`config.mk`:
```
export PLATFORM = sky130hd
export DESIGN_NAME = nibble_packer
export DESIGN_NICKNAME = d
export VERILOG_FILES = /design/src/rtl/nibble_packer.sv
export SDC_FILE = /design/constraint.sdc
export NUM_CORES = 1
export LEC_CHECK = 0
export ABC_CLOCK_PERIOD_IN_PS = 4200
export CELL_PAD_IN_SITES_DETAIL_PLACEMENT = 1
export CELL_PAD_IN_SITES_GLOBAL_PLACEMENT = 1
export CORE_MARGIN = 5
export CORE_UTILIZATION = 31
export DETAILED_ROUTE_END_ITERATION = 8
export MAX_ROUTING_LAYER = met4
export PLACE_DENSITY_LB_ADDON = 0.2
export SYNTH_ARGS = -nofsm -noshare
export SYNTH_HDL_FRONTEND = slang
export SYNTH_SLANG_ARGS = --single-unit
```
`constraint.sdc`:
```
create_clock -name fast_clk -period 4.2 [get_ports fast_clk]
set_input_delay 0.84 -clock fast_clk [delete_from_list [all_inputs] [get_ports fast_clk]]
set_output_delay 0.84 -clock fast_clk [all_outputs]
set_load 0.03 [all_outputs]
```
`src/rtl/nibble_packer.sv`:
```
// Packs four consecutive synchronized nibbles (first nibble in the MSBs) into a
// 16-bit word and queues completed words in a small FIFO drained by valid/ready.
module nibble_packer #(
    parameter int DEPTH = 4
) (
    input  logic                     fast_clk,
    input  logic                     rst,
    input  logic                     in_valid,
    input  logic [3:0]               in_data,
    input  logic                     clr,
    output logic                     out_valid,
    input  logic                     out_ready,
    output logic [15:0]              out_data,
    output logic [$clog2(DEPTH):0]   level,
    output logic                     overflow
);

    localparam int PW = $clog2(DEPTH);
    localparam int LW = PW + 1;

    logic [1:0]    ncntQ, ncntD;
    logic [15:0]   srQ, srD;
    logic [15:0]   memQ [DEPTH];
    logic [PW-1:0] wptrQ, wptrD;
    logic [PW-1:0] rptrQ, rptrD;
    logic [LW-1:0] levelQ, levelD;
    logic          overflowQ, overflowD;

    logic        full;
    logic        push;
    logic        pop;
    logic        accept;
    logic        drop;
    logic [15:0] word;

    // A full FIFO still takes a word when the head leaves on the same edge.
    assign full   = (levelQ == LW'(DEPTH));
    assign pop    = (levelQ != '0) && out_ready;
    assign push   = in_valid && !clr && (ncntQ == 2'd3);
    assign accept = push && (!full || pop);
    assign drop   = push && full && !pop;
    assign word   = {srQ[15:4], in_data};

    always_comb begin
        ncntD     = ncntQ;
        srD       = srQ;
        wptrD     = wptrQ;
        rptrD     = rptrQ;
        levelD    = levelQ;
        overflowD = overflowQ | drop;

        if (clr) begin
            ncntD     = 2'd0;
            srD       = 16'h0000;
            overflowD = 1'b0;
        end else if (in_valid) begin
            ncntD = ncntQ + 2'd1;
            case (ncntQ)
                2'd0:    srD[15:12] = in_data;
                2'd1:    srD[11:8]  = in_data;
                2'd2:    srD[7:4]   = in_data;
                default: srD[3:0]   = in_data;
            endcase
        end

        if (accept) begin
            wptrD = wptrQ + PW'(1);
        end
        if (pop) begin
            rptrD = rptrQ + PW'(1);
        end

        case ({accept, pop})
            2'b10:   levelD = levelQ + LW'(1);
            2'b01:   levelD = levelQ - LW'(1);
            default: levelD = levelQ;
        endcase
    end

    always_ff @(posedge fast_clk) begin
        if (rst) begin
            ncntQ     <= 2'd0;
            srQ       <= 16'h0000;
            wptrQ     <= '0;
            rptrQ     <= '0;
            levelQ    <= '0;
            overflowQ <= 1'b0;
        end else begin
            ncntQ     <= ncntD;
            srQ       <= srD;
            wptrQ     <= wptrD;
            rptrQ     <= rptrD;
            levelQ    <= levelD;
            overflowQ <= overflowD;
        end
    end

    // Storage is zeroed on reset so out_data never shows X.
    always_ff @(posedge fast_clk) begin
        if (rst) begin
            for (int i = 0; i < DEPTH; i++) begin
                memQ[i] <= 16'h0000;
            end
        end else if (accept) begin
            memQ[wptrQ] <= word;
        end
    end

    assign out_valid = (levelQ != '0);
    assign out_data  = memQ[rptrQ];
    assign level     = levelQ;
    assign overflow  = overflowQ;

endmodule

```
==> flow_results.org <==
** Yosys
- In this run the cell area of the synthesized design comes to 0.00381 sq mm.
- Counting flops and latches in the post-synthesis netlist gives 88.
- Mean post-synth cell area :: 12.9 sq um
- Distinct cell type count after synthesis :: 36
- Number of nets in the synthesized netlist :: 310
- The Yosys step of the flow raised 0 warnings.
- Sequential cells were found to cover between 60% and 70% of the synthesized design area.
- Post-synthesis instance total :: approximately 300

** Die
- In this run the vertical extent of the chip is 121 microns.
- The die is 121 microns wide.
- Die footprint :: 0.0146 sq mm
- Once the floorplan was initialized, standard cells occupied 31.7% of the core.
- # IOs :: 30
- Row generation in the floorplan step produced 40 rows.
- The region available for standard cell placement spans 0.0120 sq mm.

** CTS
- Number of gates resized after CTS :: 0
- Buffers inserted to repair hold after CTS numbered 0.
- The H-tree was split into 3 levels.
- Post-CTS setup repair buffer count :: 0
- Clock-pin slew was measured on the worst setup and hold paths at 60 ps.
- TritonCTS buffer count :: 9
- Clock latency on the worst-skew pair, taken at its later pin, is 340 ps.
- Counting every sink on the clock net gives 88.
- Longest Clk Path Bufs :: 2
- Cell at the root of the clock tree :: sky130_fd_sc_hd__clkbuf_16
- Clock tree from TritonCTS :: yes

** GRT
- The first global-routing pass estimated 14.0 mm of wire.
- Met3 track utilization from global routing :: under 10%
- For this run, global-route usage on met1 was measured as 17.2%.
- In this run the most used layer during global routing was met2.
- The number of global-route vias before repair came to 2491.
- In the global route stage, met2 resource usage came out at between 10% and 20%.
- GR Overflow Total :: 0
- In the global route stage, overall resource usage came out at 13.1%.
- Initial antenna violation count :: 0
- Pin count of the biggest net entering global routing :: 22

** Placed design
- Final HPWL DP :: 5.87 mm
- Dpl cell area :: 0.00425 sq mm
- OpenSTA, run right after detailed placement, puts the worst setup slack at just over 700 ps.
- After detailed placement, the design holds a cell count of 460.
- Port buffering added 29 buffers.
- The congestion estimate from routability-driven global placement came to 0.743.

** Worst setup path
- End point of the critical path :: out_data[1]
- Launch instance of the worst register-to-register path :: ncntQ[0]
- For the worst setup path, the data required time is ~3400 ps.
- Startpoint class of the critical path :: register
- Critical Path Slowest Stage Cell :: sky130_fd_sc_hd__dfxtp_1
- Critical path class :: register to primary output
- Arrival time of data at the critical path endpoint :: 2270 ps
- Along the worst path, the maximum fanout reaches 16.
- Nature of the critical path endpoint :: primary output
- Worst stage delay on the critical path :: 880 ps
- In this run the critical register-to-register path is captured at memQ[2][15].
- Setup slack on the worst reg-to-reg path comes out at 1710 ps.
- Number of cells on the worst reg-to-reg path :: 4
- The signal on the critical path passes through mux4_2 -> clkdlybuf4s50_1.

** STA
- The worst path in the final design needs a cycle of 3110 ps, including I/O delays and setup.
- Setup violations remaining at the end of the flow were counted as 0.
- Once routing completed, OpenROAD measured the worst setup slack at approximately 1100 ps.
- RSZ-0062 raised after global routing :: false
- Final hold violation count :: 0
- Post-Route Setup TNS :: 0 ps
- Derived from the worst setup path, the maximum achievable clock frequency is 321 MHz.
- Worst Max-Slew Pin Slew :: 862 ps
- Final critical-path share of the clock period :: between 70% and 80%
- Measured against its own limit, the worst slew margin works out to a little over two fifths.
- Setup Skew :: around 6.3 ps
- The final number of max-transition violations was 0.

** Power
- The analysis attributes to cell leakage a power of 1.45 nW.
- Across the VDD grid, the largest voltage drop is 0.000189 V.
- Power spread over the standard cell area amounts to 412 mW/mm^2.

** Final layout
- Layout Area Growth over Synthesis :: 19.3%
- The library cells used most frequently in the layout, excluding fill and tap cells, are sky130_fd_sc_hd__edfxtp_1, sky130_fd_sc_hd__nor2_1, sky130_fd_sc_hd__clkdlybuf4s50_1, sky130_fd_sc_hd__dfxtp_1.
- N_diodes :: 0
- In the final layout, the share of cells above drive strength 1 is about 15%.
- After the last flow step, the layout net total stands at 339.
- Post-route insts no fill :: 475
- Most common cell after layout, fill and taps aside :: sky130_fd_sc_hd__edfxtp_1
- Final instance area :: 0.00455 sq mm

** Drt
- Summing over every cut layer, the via total after detailed routing is 2280.
- Final wirelength :: 8.50 mm
- The first TritonRoute pass finished after 4 iterations.
- In the routed layout, each cell is associated on average with a via count of 4.80.
- After detailed routing, the number of remaining DRC violations is 0.
- Mean routed wirelength per cell :: 17.9 microns
- Detailed Route Iter0 Violations :: 131
- Final antenna-violating net count :: 0

** Outcome
- Run status :: finished, final reports clean

** Job
- Max-cap violations :: 0

** Min path
- In this run the most critical hold path is launched from srQ[13].
- Class of the tightest hold or removal check :: register to register
- The worst hold path was traced through 2 stages.
## worst min path at each step
| stage | end | slack, ps |
|---|---|---|
| final | srQ[13] | 460 |
| after global placement | srQ[5] | 450 |
| after detailed placement | srQ[12] | 460 |
| after CTS | srQ[13] | 460 |
| after floorplan | srQ[10] | 440 |
| after global routing | srQ[13] | 480 |
## kinds of logic (layout without fill, tap and decap cells)
family | Yosys count | count (layout) | synth area share, %
AO/OA/AOI/OAI | 21 | 21 | 3.15
adder cells (fa/ha/maj) | 6 | 6 | 2.17
flip-flops | 88 | 88 | 63.1
XOR/XNOR | 5 | 5 | 1.15
multiplexers | 18 | 18 | 9.98
buffers and inverters | 28 | 61 | 3.35
AND/OR/NAND/NOR | 129 | 129 | 17.1
## sequential cells by signal, indices dropped and copies added (netlist names), named ones only
signal    count
level         3
memQ         64
ncntQ         2
overflow      1
rptrQ         2
srQ          12
wptrQ         2
## critical path: cells and delay by family, from the launching register on
kind     cells  cell delay [ps]
buf+inv      1              670
flops        1              880
mux          1              380
## cell usage after synthesis
cell type | n | area (sq um)
sky130_fd_sc_hd__dfxtp_1 | 24 | 480
sky130_fd_sc_hd__nand3b_1 | 1 | 7.51
sky130_fd_sc_hd__o31ai_1 | 1 | 7.51
sky130_fd_sc_hd__inv_1 | 10 | 37.5
sky130_fd_sc_hd__fa_1 | 1 | 20.0
sky130_fd_sc_hd__nand4_2 | 1 | 12.5
sky130_fd_sc_hd__nor2_2 | 10 | 62.6
sky130_fd_sc_hd__a21oi_1 | 16 | 80.1
sky130_fd_sc_hd__ha_1 | 5 | 62.6
sky130_fd_sc_hd__nand3_1 | 12 | 60.1
sky130_fd_sc_hd__and3b_1 | 1 | 8.76
sky130_fd_sc_hd__and2_1 | 4 | 25.0
sky130_fd_sc_hd__o311ai_0 | 1 | 8.76
sky130_fd_sc_hd__or4_1 | 1 | 7.51
sky130_fd_sc_hd__or4b_1 | 1 | 10.0
sky130_fd_sc_hd__or2_2 | 2 | 12.5
sky130_fd_sc_hd__o31a_1 | 1 | 8.76
sky130_fd_sc_hd__mux4_2 | 16 | 360
sky130_fd_sc_hd__nand2_1 | 16 | 60.1
sky130_fd_sc_hd__mux2i_1 | 2 | 20.0
sky130_fd_sc_hd__nor3_1 | 8 | 40.0
sky130_fd_sc_hd__clkbuf_1 | 9 | 33.8
sky130_fd_sc_hd__xnor2_1 | 2 | 17.5
sky130_fd_sc_hd__xor2_1 | 3 | 26.3
sky130_fd_sc_hd__nand2b_1 | 16 | 100
sky130_fd_sc_hd__edfxtp_1 | 64 | 1920
sky130_fd_sc_hd__or4_4 | 1 | 11.3
sky130_fd_sc_hd__nor4_1 | 5 | 31.3
sky130_fd_sc_hd__buf_4 | 2 | 15.0
sky130_fd_sc_hd__buf_2 | 6 | 30.0
sky130_fd_sc_hd__o21ai_0 | 1 | 5.00
sky130_fd_sc_hd__nor4b_2 | 1 | 15.0
sky130_fd_sc_hd__buf_6 | 1 | 11.3
sky130_fd_sc_hd__a41o_1 | 1 | 10.0
sky130_fd_sc_hd__or3_1 | 2 | 12.5
sky130_fd_sc_hd__nor2_1 | 47 | 176
## per-layer routing
layer | part of all wire [%] | vias up
met5 | 0 | -
met4 | 2.0 | 0
met3 | 2.4 | 10
met2 | 47 | 32
met1 | 48 | 1124
li1 | - | 1114
## through the flow
stage / hold WS [ps] / util (%) / total power [W]
3_3_place_gp: 447 / 35.4 / 0.00107
4_1_cts: 462 / 37.9 / 0.00189
2_1_floorplan: 437 / - / 0.00103
3_5_place_dp: 456 / 35.4 / 0.00107
6_report: 458 / 37.9 / 0.00187
5_1_grt: 484 / 37.9 / 0.00194
## final cells by class
| class | instances | area (sq um) |
|---|---|---|
| tap | 147 | 184 |
| multi-input combinational | 179 | 1280 |
| clock inverter | 6 | 75.1 |
| fill | 1279 | 7460 |
| sequential | 88 | 2400 |
| clock buffer | 9 | 225 |
| inverter | 10 | 37.5 |
| timing repair buffer | 36 | 343 |
## report_power, final
group | switching (W) | internal, W | leakage [nW]
sequential | 0.00000869 | 0.000952 | 0.853
combinational | 0.0000529 | 0.0000339 | 0.456
clock | 0.000314 | 0.000509 | 0.145
total | 0.000376 | 0.00150 | 1.45
(Power assumes the default switching activity.)
==> edit 1: new RTL, config.mk and constraints unchanged <==
Change the parameter `DEPTH` from 4 to 8.
--- a/src/rtl/nibble_packer.sv
+++ b/src/rtl/nibble_packer.sv
@@ -3,3 +3,3 @@
 module nibble_packer #(
-    parameter int DEPTH = 4
+    parameter int DEPTH = 8
 ) (
Ports: changed (resized level); port bits go from 30 to 31. No check against the original RTL was run, so the function may have changed too.
==> edit 1 against the original RTL <==
Count of clock-buffer cells in the layout is 11 higher; total power up 87%; non-clock buffer count up 10; via count rose by 69%; sequential cell count up 68; sequential share of layout area about the same; worst setup slack got worse by 540 ps; design area grew 84%; synthesized area increased by 87%; routed wire length is 100% higher.
==> edit 1: results (changes against the original RTL) <==
status:
  status: "completed"
final_layout:
  num-fill-cells: 2335  # +83%
  final_cells: 815  # +72%
  final_layout_size_suffix_gt1_share_pct: 21.1  # +6.2 points
  fin_nets: 534  # +58%
  largest_reg_flops: 128  # +100%
min_path:
  min_from: "overflow"
  hold_end: "overflow"
yosys:
  synth-compound-area-share_pct: 2.28  # -0.87 points
  yosysSeqAreaShare_pct: 61.8  # -1.3 points
  synth.distinct_cells: 40  # +11%
  synth_xor_area_share_pct: 0.737  # -0.41 points
  syn_avg_cell_area_um2: 14.8  # +15%
  synth_fa_ha_area_share_pct: 1.23  # -0.94 points
  muxShareOfSynthArea_pct: 13.2  # +3.2 points
  ys_top_cells_by_area: "edfxtp_1 (54%), and2_1 (11%), mux4_2 (10%)"
detailed_routing:
  drt_iter0_markers: 237  # +81%
  vias: 3848  # +69%
  met3_length_um: 552  # +170%
  drt_pass1_iterations: 5  # +1
  routed_wl_um: 17000  # +100%
setup_path:
  cp_slowest_cell: "dfxtp_2"
  timing.critical_path.max_delay_family: "buffers and inverters"
  worstPathMaxFanout: 12  # -4
  timing.rr.end: "memQ[6][11]"
  worstPathArrival_ps: 2820  # +550 ps
  max_stage_delay_ps: 650  # -230 ps
  r2r-start: "level[0]"
  rr_worst_depth: 5  # +1
sta:
  tightest_slew_ps: 689  # -173 ps
global_routing:
  first_global_vias: 4335  # +74%
  grt.total_usage_pct: 14.1  # +0.98 points
  grtUsageMet3_pct: 3.07  # +0.37 points
  gr-usage-met1_pct: 17.7  # +0.55 points
  use_met2_pct: 23.3  # +3.4 points
  grt_pass1_wl_um: 26500  # +89%
clocking:
  cts_max_level: 4  # +1
  clkLatencyLatePin_ps: 420  # +80 ps
  cts_buffers: 17  # +8
power:
  irDropWorstVdd_uv: 192  # +1.6%
  p_int_mw: 2.77  # +85%
  p_sw_mw: 0.725  # +93%
  p_leak_nw: 2.97  # +100%
  seqPwrFrac_pct: 49.6  # -1.8 points
place:
  dp.cells: 784  # +70%
-- edit 1: worst max path at each step --
stage                       end  depth (start not counted)  slack (ps)      from
CTS                 out_data[0]                          4         430      flop
global placement     memQ[6][5]                          7         840  in_valid
floorplan            memQ[0][0]                          6        1510  in_valid
global route        out_data[0]                          4         400      flop
finish              out_data[0]                          4         540      flop
detailed placement   memQ[6][5]                          7         740  in_valid
-- edit 1: stage by stage --
step	cell area, um2	power (mW)
2_1_floorplan	7130	1.86
5_1_grt	8350	3.63
3_5_place_dp	7740	1.94
6_report	8350	3.50
3_3_place_gp	7740	1.93
4_1_cts	8350	3.54
-- edit 1: cell type report --
type                       count  area [um2]  share of cell area (%)
multi-input combinational    293        2530                    30.3
clock buffer                  20         437                    5.23
clock inverter                11         169                    2.02
inverter                       4        15.0                   0.180
timing repair buffer          46         433                    5.19
sequential                   156        4410                    52.8
tap                          285         357                    4.27
==> edit 2: new RTL, same settings <==
Made on the original files. Make the reset (`rst`) asynchronous in 2 clocked blocks. Comments in the files are not updated.
--- a/src/rtl/nibble_packer.sv
+++ b/src/rtl/nibble_packer.sv
@@ -79,3 +79,3 @@
 
-    always_ff @(posedge fast_clk) begin
+    always_ff @(posedge fast_clk or posedge rst) begin
         if (rst) begin
@@ -98,3 +98,3 @@
     // Storage is zeroed on reset so out_data never shows X.
-    always_ff @(posedge fast_clk) begin
+    always_ff @(posedge fast_clk or posedge rst) begin
         if (rst) begin
Behaviour: differs if rst is asserted again (counterexample within 10 cycles, from zero or initial values and one cycle with rst high); with rst held inactive, the same outputs for 10 cycles.
==> edit 2 against the original RTL <==
Via count decreased by 1.8%; sequential cell count decreased by 2; synthesized area is 6.8% higher; routed wire length up 3.6%; register-to-register slack lost 60 ps; worst setup slack got worse by 120 ps; synthesized cell count fell by 12%; final cell count is the same; critical path depth rose by 1; design area increased by 7.6%; fmax fell by 3.7%.
Power is not compared: it rests on default switching activity, and its combinational part moved more than twofold at a synthesized area within 25%.
==> edit 2: results (changes against the original RTL) <==
setup_path:
  worstPathMaxFanout: 11  # -5
  timing.rr.end: "level[2]"
  cp_slowest_cell: "dfrtp_1"
  max_stage_delay_ps: 610  # -270 ps
  reg2reg_slack_ps: 1650  # -60 ps
global_routing:
  grt_pass1_wl_um: 14800  # +5.5%
  grt_max_degree: 46  # +110%
  grt.total_usage_pct: 12.5  # -0.64 points
status:
  status: "completed"
place:
  dp.cells: 459  # -0.22%
  gp_congestion: 0.700  # -5.8%
  place_area_um2: 4580  # +7.7%
  dpl.hpwl_um: 5690  # -3.0%
min_path:
  whs_path_depth: 1  # -1
sta:
  tightest_slew_ps: 823  # -39.2 ps
  skew_ps: 7.37  # +1.03 ps
  timing.final.crit_period_ps: 3240  # +121 ps
  hold_ws_ps: 503  # +44.4 ps
detailed_routing:
  post_drt_wl_per_cell_um: 18.5  # +3.6%
  routed_wl_um: 8800  # +3.6%
yosys:
  synthTopCellsByCount: "dfrtp_1 (86), mux2_4 (40), mux2_2 (25)"
  yosysSeqAreaShare_pct: 52.9  # -10 points
  ys_top_cells_by_area: "dfrtp_1 (53%), mux2_4 (15%), mux4_2 (8.9%)"
  async_reset_ff_share_pct: 100  # +100 points
  ys.flop_type: "dfrtp_1"
final_layout:
  finalCoreUtilization_pct: 38.5  # +0.60 points
[edit 2: layout make-up]
cell class,instances,share of cell area (%)
repair buffers,38,7.57
flip-flops and latches,86,44.0
clock buffers,12,5.04
clock inverters,4,1.43
well taps,172,4.40
multi-input cells,154,36.9
inverters,9,0.716
[edit 2: logic make-up (layout without fill, tap and decap cells)]
| family | count (synthesis) | in the layout | share of synthesized area, % |
|---|---|---|---|
| flip-flops | 86 | 86 | 52.9 |
| multiplexers | 83 | 83 | 31.0 |
| AND/OR/NAND/NOR | 40 | 40 | 6.64 |
| buffers and inverters | 21 | 63 | 2.80 |
| AO/OA/AOI/OAI | 14 | 14 | 1.88 |
| adder cells (fa/ha/maj) | 10 | 10 | 3.26 |
| XOR/XNOR | 7 | 7 | 1.51 |
[edit 2: metal layers]
layer	vias up	part of all wire, %	global-route usage (%)	wire (um)
met4	0	1.2	4.06	108
met1	1194	49	16.7	4310
met5	-	0	-	0
met2	24	48	19.0	4180
li1	1013	-	-	-
met3	7	2.3	2.83	201
